===== config.mk =====
export PLATFORM = sky130hd
export DESIGN_NAME = tdm_scan_ctrl
export DESIGN_NICKNAME = d
export VERILOG_FILES = /design/src/rtl/tdm_pkg.sv /design/src/rtl/next_ch_find.sv /design/src/rtl/tdm_scan_ctrl.sv
export SDC_FILE = /design/constraint.sdc
export NUM_CORES = 1
export LEC_CHECK = 0
export ABC_AREA = 1
export CORE_MARGIN = 3
export CORE_UTILIZATION = 48
export DETAILED_ROUTE_END_ITERATION = 7
export PLACE_DENSITY = 0.73
export SETUP_SLACK_MARGIN = 0.4
export SYNTH_ARGS = -nofsm -noshare
export SYNTH_HDL_FRONTEND = slang
export SYNTH_SLANG_ARGS = --single-unit

===== constraint.sdc =====
create_clock -name clk -period 1.6 [get_ports clk]
set_input_delay 0.32 -clock clk [delete_from_list [all_inputs] [get_ports clk]]
set_output_delay 0.32 -clock clk [all_outputs]
set_load 0.02 [all_outputs]

===== src/rtl/tdm_pkg.sv =====
// Shared types and constants for the TDM scan controller and its channel finder.
package tdm_pkg;

    localparam int NUM_CH = 4;
    localparam int SEL_W  = 2;

    typedef enum logic {
        ST_IDLE = 1'b0,
        ST_SCAN = 1'b1
    } state_e;

    // Lowest set bit of the mask; returns 0 for an empty mask.
    function automatic logic [SEL_W-1:0] lowest_ch(input logic [NUM_CH-1:0] mask);
        logic [SEL_W-1:0] r;
        r = '0;
        for (int i = NUM_CH - 1; i >= 0; i--) begin
            if (mask[i]) r = SEL_W'(i);
        end
        return r;
    endfunction

endpackage


===== src/rtl/next_ch_find.sv =====
// Combinational channel search: next higher enabled channel, end-of-frame flag and
// lowest enabled channel for a 4-bit enable mask.
module next_ch_find
    import tdm_pkg::*;
(
    input  logic [NUM_CH-1:0] mask_i,
    input  logic [SEL_W-1:0]  cur_i,
    output logic [SEL_W-1:0]  next_o,
    output logic              last_o,
    output logic [SEL_W-1:0]  first_o
);

    always_comb begin
        // NOTE: every output gets a default before the loop so no latch is inferred.
        next_o = cur_i;
        last_o = 1'b1;
        for (int i = NUM_CH - 1; i >= 0; i--) begin
            if (mask_i[i] && (i > int'(cur_i))) begin
                next_o = SEL_W'(i);
                last_o = 1'b0;
            end
        end
    end

    assign first_o = lowest_ch(mask_i);

endmodule


===== src/rtl/tdm_scan_ctrl.sv =====
// Time-division scan controller: steps a 4:1 mux select over the enabled channels,
// samples the mux output at the end of each dwell and publishes one frame per scan.
module tdm_scan_ctrl
    import tdm_pkg::*;
#(
    parameter int DWELL_W = 8
) (
    input  logic               clk,
    input  logic               rst_n,
    input  logic               start,
    input  logic               stop,
    input  logic               cont,
    input  logic [NUM_CH-1:0]  en_mask,
    input  logic [DWELL_W-1:0] dwell,
    input  logic               mux_out,
    output logic [SEL_W-1:0]   sel,
    output logic               busy,
    output logic [NUM_CH-1:0]  sample_data,
    output logic               sample_valid,
    output logic               frame_done
);

    state_e             state_q, state_d;
    logic [SEL_W-1:0]   sel_q, sel_d;
    logic [DWELL_W-1:0] cnt_q, cnt_d;
    logic [DWELL_W-1:0] dwell_q, dwell_d;
    logic [NUM_CH-1:0]  mask_q, mask_d;
    logic [NUM_CH-1:0]  shadow_q, shadow_d;
    logic [NUM_CH-1:0]  data_q, data_d;
    logic               cont_q, cont_d;
    logic               valid_q, valid_d;

    logic [SEL_W-1:0]   next_ch;
    logic [SEL_W-1:0]   first_ch;
    logic               last_ch;
    logic [NUM_CH-1:0]  captured;

    next_ch_find u_next_ch_find (
        .mask_i  (mask_q),
        .cur_i   (sel_q),
        .next_o  (next_ch),
        .last_o  (last_ch),
        .first_o (first_ch)
    );

    always_comb begin
        state_d  = state_q;
        sel_d    = sel_q;
        cnt_d    = cnt_q;
        dwell_d  = dwell_q;
        mask_d   = mask_q;
        cont_d   = cont_q;
        shadow_d = shadow_q;
        data_d   = data_q;
        valid_d  = 1'b0;

        // Shadow including the current channel's sample, used at the end of a dwell.
        captured        = shadow_q;
        captured[sel_q] = mux_out;

        case (state_q)
            ST_IDLE: begin
                if (start && !stop && (en_mask != '0)) begin
                    state_d  = ST_SCAN;
                    mask_d   = en_mask;
                    dwell_d  = dwell;
                    cont_d   = cont;
                    sel_d    = lowest_ch(en_mask);
                    cnt_d    = dwell;
                    shadow_d = '0;
                end
            end
            ST_SCAN: begin
                if (stop) begin
                    state_d = ST_IDLE;
                    sel_d   = '0;
                    cnt_d   = '0;
                end else if (cnt_q != '0) begin
                    cnt_d = cnt_q - DWELL_W'(1);
                end else if (!last_ch) begin
                    shadow_d = captured;
                    sel_d    = next_ch;
                    cnt_d    = dwell_q;
                end else begin
                    data_d  = captured;
                    valid_d = 1'b1;
                    if (cont_q) begin
                        sel_d    = first_ch;
                        cnt_d    = dwell_q;
                        shadow_d = '0;
                    end else begin
                        state_d  = ST_IDLE;
                        sel_d    = '0;
                        shadow_d = captured;
                    end
                end
            end
        endcase
    end

    // NOTE: state registers use non-blocking assignments so every flop sees pre-edge values.
    always_ff @(posedge clk) begin
        if (!rst_n) begin
            state_q  <= ST_IDLE;
            sel_q    <= '0;
            cnt_q    <= '0;
            dwell_q  <= '0;
            mask_q   <= '0;
            cont_q   <= 1'b0;
            shadow_q <= '0;
            data_q   <= '0;
            valid_q  <= 1'b0;
        end else begin
            state_q  <= state_d;
            sel_q    <= sel_d;
            cnt_q    <= cnt_d;
            dwell_q  <= dwell_d;
            mask_q   <= mask_d;
            cont_q   <= cont_d;
            shadow_q <= shadow_d;
            data_q   <= data_d;
            valid_q  <= valid_d;
        end
    end

    assign sel          = sel_q;
    assign busy         = (state_q == ST_SCAN);
    assign sample_data  = data_q;
    assign sample_valid = valid_q;
    assign frame_done   = valid_q;

endmodule


==> flow_metrics.tcl <==
set metrics [dict create \
    crit_fanout 8 \
    yosysWarnings 0 \
    multiInputGateArea_mm2 0.00117 \
    p_per_area_mw_per_mm2 869 \
    peakVddDrop_v 0.000906 \
    die_x_um 67.8 \
    drt-vias-per-instance 4.98 \
    fin_total_pwr_mw 2.21 \
    diodes 0 \
    syn_area_mm2 0.00183 \
    status "complete, no violations" \
    arrival_ns 1.65 \
    avgSynthCellArea_um2 6.55 \
    cts.reportedPaths.clkPinSlew_ns 0.07 \
    dp_hpwl_mm 3.16 \
    synth_cell_types 29 \
    wl_per_cell_um 12.7 \
    clockBufferDepth 2 \
    antenna_found_initial 0 \
    insertion_delay_ns 0.29 \
    cts_tree "yes" \
    worst_setup_path_end_kind "flop" \
    grt_pass1_vias 1716 \
    die-area_mm2 0.00460 \
    slew_headroom_pct 71.4 \
    skew_ns 0.00680 \
    max-cap-violations 0 \
    vias 1876 \
    grt_pass1_wl_mm 7.96 \
    gp_congestion 0.859 \
    ant_nets 0 \
    finalCritPeriodShare_pct 88.9 \
    grtUsageTotal_pct 23.4 \
    overflow 0 \
    hold_viol 0 \
    drtPass1Iterations 4 \
    synthTopCellsByArea "dfxtp_1 (36%), nand2_1 (18%), nor2_1 (8.2%)" \
    fp-row-count 21 \
    yosys.area.top_type "dfxtp_1" \
    slew_viol_final 0 \
    synthCells 280 \
    setup_violations 0 \
    die_y_um 67.8 \
    syn_to_final_growth_pct 38.4 \
    required_ns 1.82 \
    io_buffers 26 \
    regArea_um2 677 \
    coreArea_mm2 0.00349 \
    nNetsFinal 349 \
    cts.sinks 33 \
    max_freq_mhz 703 \
    h-tree-depth 2 \
    post-route-util_pct 72.6 \
    start_kind "flop" \
    synthFlopType "dfxtp_1" \
    worst_pin_slew_ns 0.429 \
    synth_nets 299 \
    drive_gt1_share_pct 28.7 \
    fillers 286 \
    rsz0062_at_grt "yes" \
    p_leak_nw 1.12 \
    start_util_pct 52.5 \
    synth.top_cell.area_share_pct 36.0 \
    routed_wl_mm 4.79 \
    drc 0 \
    critPathKind "flop to flop" \
    grt_max_degree 17 \
    cts_made_buffers 5 \
    synthTopCellsByCount "nand2_1 (89), nor2_1 (40), dfxtp_1 (33)" \
    async_flop_share_pct 0 \
    io_pins 27 \
    synth.most_common_cell "nand2_1" \
    drt_iter0_markers 192 \
    worstHoldPathType "flop to flop" \
    synth_edf_count 0 \
    ys_seq_elements 33 \
    fin_crit_ns 1.42 \
    ys_seq_area_share_pct 36.0 \
    cts_root_buffer "clkbuf_8" \
]
==> worst paths after layout <==
kind	slack, ns	cells past startpoint	endpoint	start
worst max register to register	0.18	10	sample_data[3]	cnt_q[1]
worst min register to register	0.47	2	dwell_q[4]	dwell_q[4]
worst min-delay path	0.47	2	dwell_q[4]	dwell_q[4]
worst max-delay path	0.18	10	sample_data[3]	cnt_q[1]
==> cells in the final DEF (no fill, tap or decap), types with 2 or more instances in the layout <==
cell,n
o21ai_1,7
dfxtp_4,3
inv_2,10
nand2_2,5
clkbuf_8,6
nor2_4,10
nor2_2,6
buf_6,5
dlygate4sd2_1,6
xor2_1,3
inv_1,17
buf_2,6
nand3_2,3
nand2_4,4
clkdlybuf4s50_1,11
a21oi_1,22
nand2_1,85
clkbuf_1,2
buf_4,17
dfxtp_2,4
nand3_1,9
o21ai_2,3
clkinv_4,2
nand4_4,2
nor2_1,32
buf_12,2
o21ai_0,12
nand3_4,2
dfxtp_1,26
==> per-stage QoR <==
| stage | cell area [um2] | worst slack, ns | setup TNS [ns] | std cells | hold WS (ns) |
|---|---|---|---|---|---|
| global placement | 2260 | -0.128 | -2.04 | 358 | 0.452 |
| detailed placement | 2260 | -0.144 | -2.67 | 358 | 0.458 |
| floorplan | 1890 | 0.264 | 0 | 280 | 0.445 |
| CTS | 2490 | 0.176 | 0 | 376 | 0.467 |
| finish | 2540 | 0.178 | 0 | 377 | 0.470 |
| global route | 2540 | 0.0570 | 0 | 377 | 0.484 |
==> cells by family (layout without fill, tap and decap cells) <==
| family | Yosys count | in the layout | synth area share [%] |
|---|---|---|---|
| adders and majority gates | 1 | 1 | 0.682 |
| buffers and inverters | 37 | 86 | 8.94 |
| xor gates and xnor gates | 3 | 3 | 1.43 |
| DFF | 33 | 33 | 36.0 |
| and+or+nand+nor | 161 | 163 | 40.5 |
| AOI/OAI and AO/OA | 45 | 45 | 12.4 |
==> power breakdown <==
part	switching (mW)	leakage, nW	internal, mW	total [mW]
logic	0.360	0.805	0.263	0.622
registers	0.0514	0.274	0.877	0.929
clock network	0.304	0.0455	0.351	0.655
==> routing by layer <==
| metal | up-vias | track usage [%] | part of all wire [%] |
|---|---|---|---|
| li1 | 992 | - | - |
| met1 | 832 | 31.8 | 48 |
| met2 | 46 | 36.2 | 46 |
| met3 | 6 | 5.66 | 4.8 |
| met4 | 0 | 7.69 | 1.3 |
| met5 | - | 0 | 0 |
==> critical path, cell delays in order, from the launching register on <==
cell	delay [ns]
dfxtp_2	0.33
inv_2	0.07
ha_4	0.15
inv_2	0.04
nor2_4	0.10
nand4_4	0.10
nor2_4	0.23
nand2_4	0.12
clkinv_4	0.08
o21ai_2	0.04
nor2_1	0.09
==> cell type report <==
class / instances / area share [%]
inverter: 30 / 4.93
multi-input combinational: 212 / 46.0
tap: 46 / 2.27
timing repair buffer: 48 / 16.6
sequential: 33 / 26.7
clock buffer: 8 / 3.55
==> state kept, by name, summed over array words and instances, names as in the netlist <==
| name | flops |
|---|---|
| busy | 1 |
| cnt_q | 8 |
| cont_q | 1 |
| dwell_q | 8 |
| frame_done | 1 |
| mask_q | 4 |
| sample_data | 4 |
| sel | 2 |
| shadow_q | 4 |
==> what timing repair did <==
| item | CTS | global route |
|---|---|---|
| hold buffers | 0 | 0 |
| resized for setup | 56 | 24 |
| pin swaps | 18 | 11 |
| setup buffers | 8 | 1 |
| gates cloned | 2 | 0 |
| setup endpoints to repair | 42 | 37 |
Note: power is estimated with default switching activity, not from simulation.
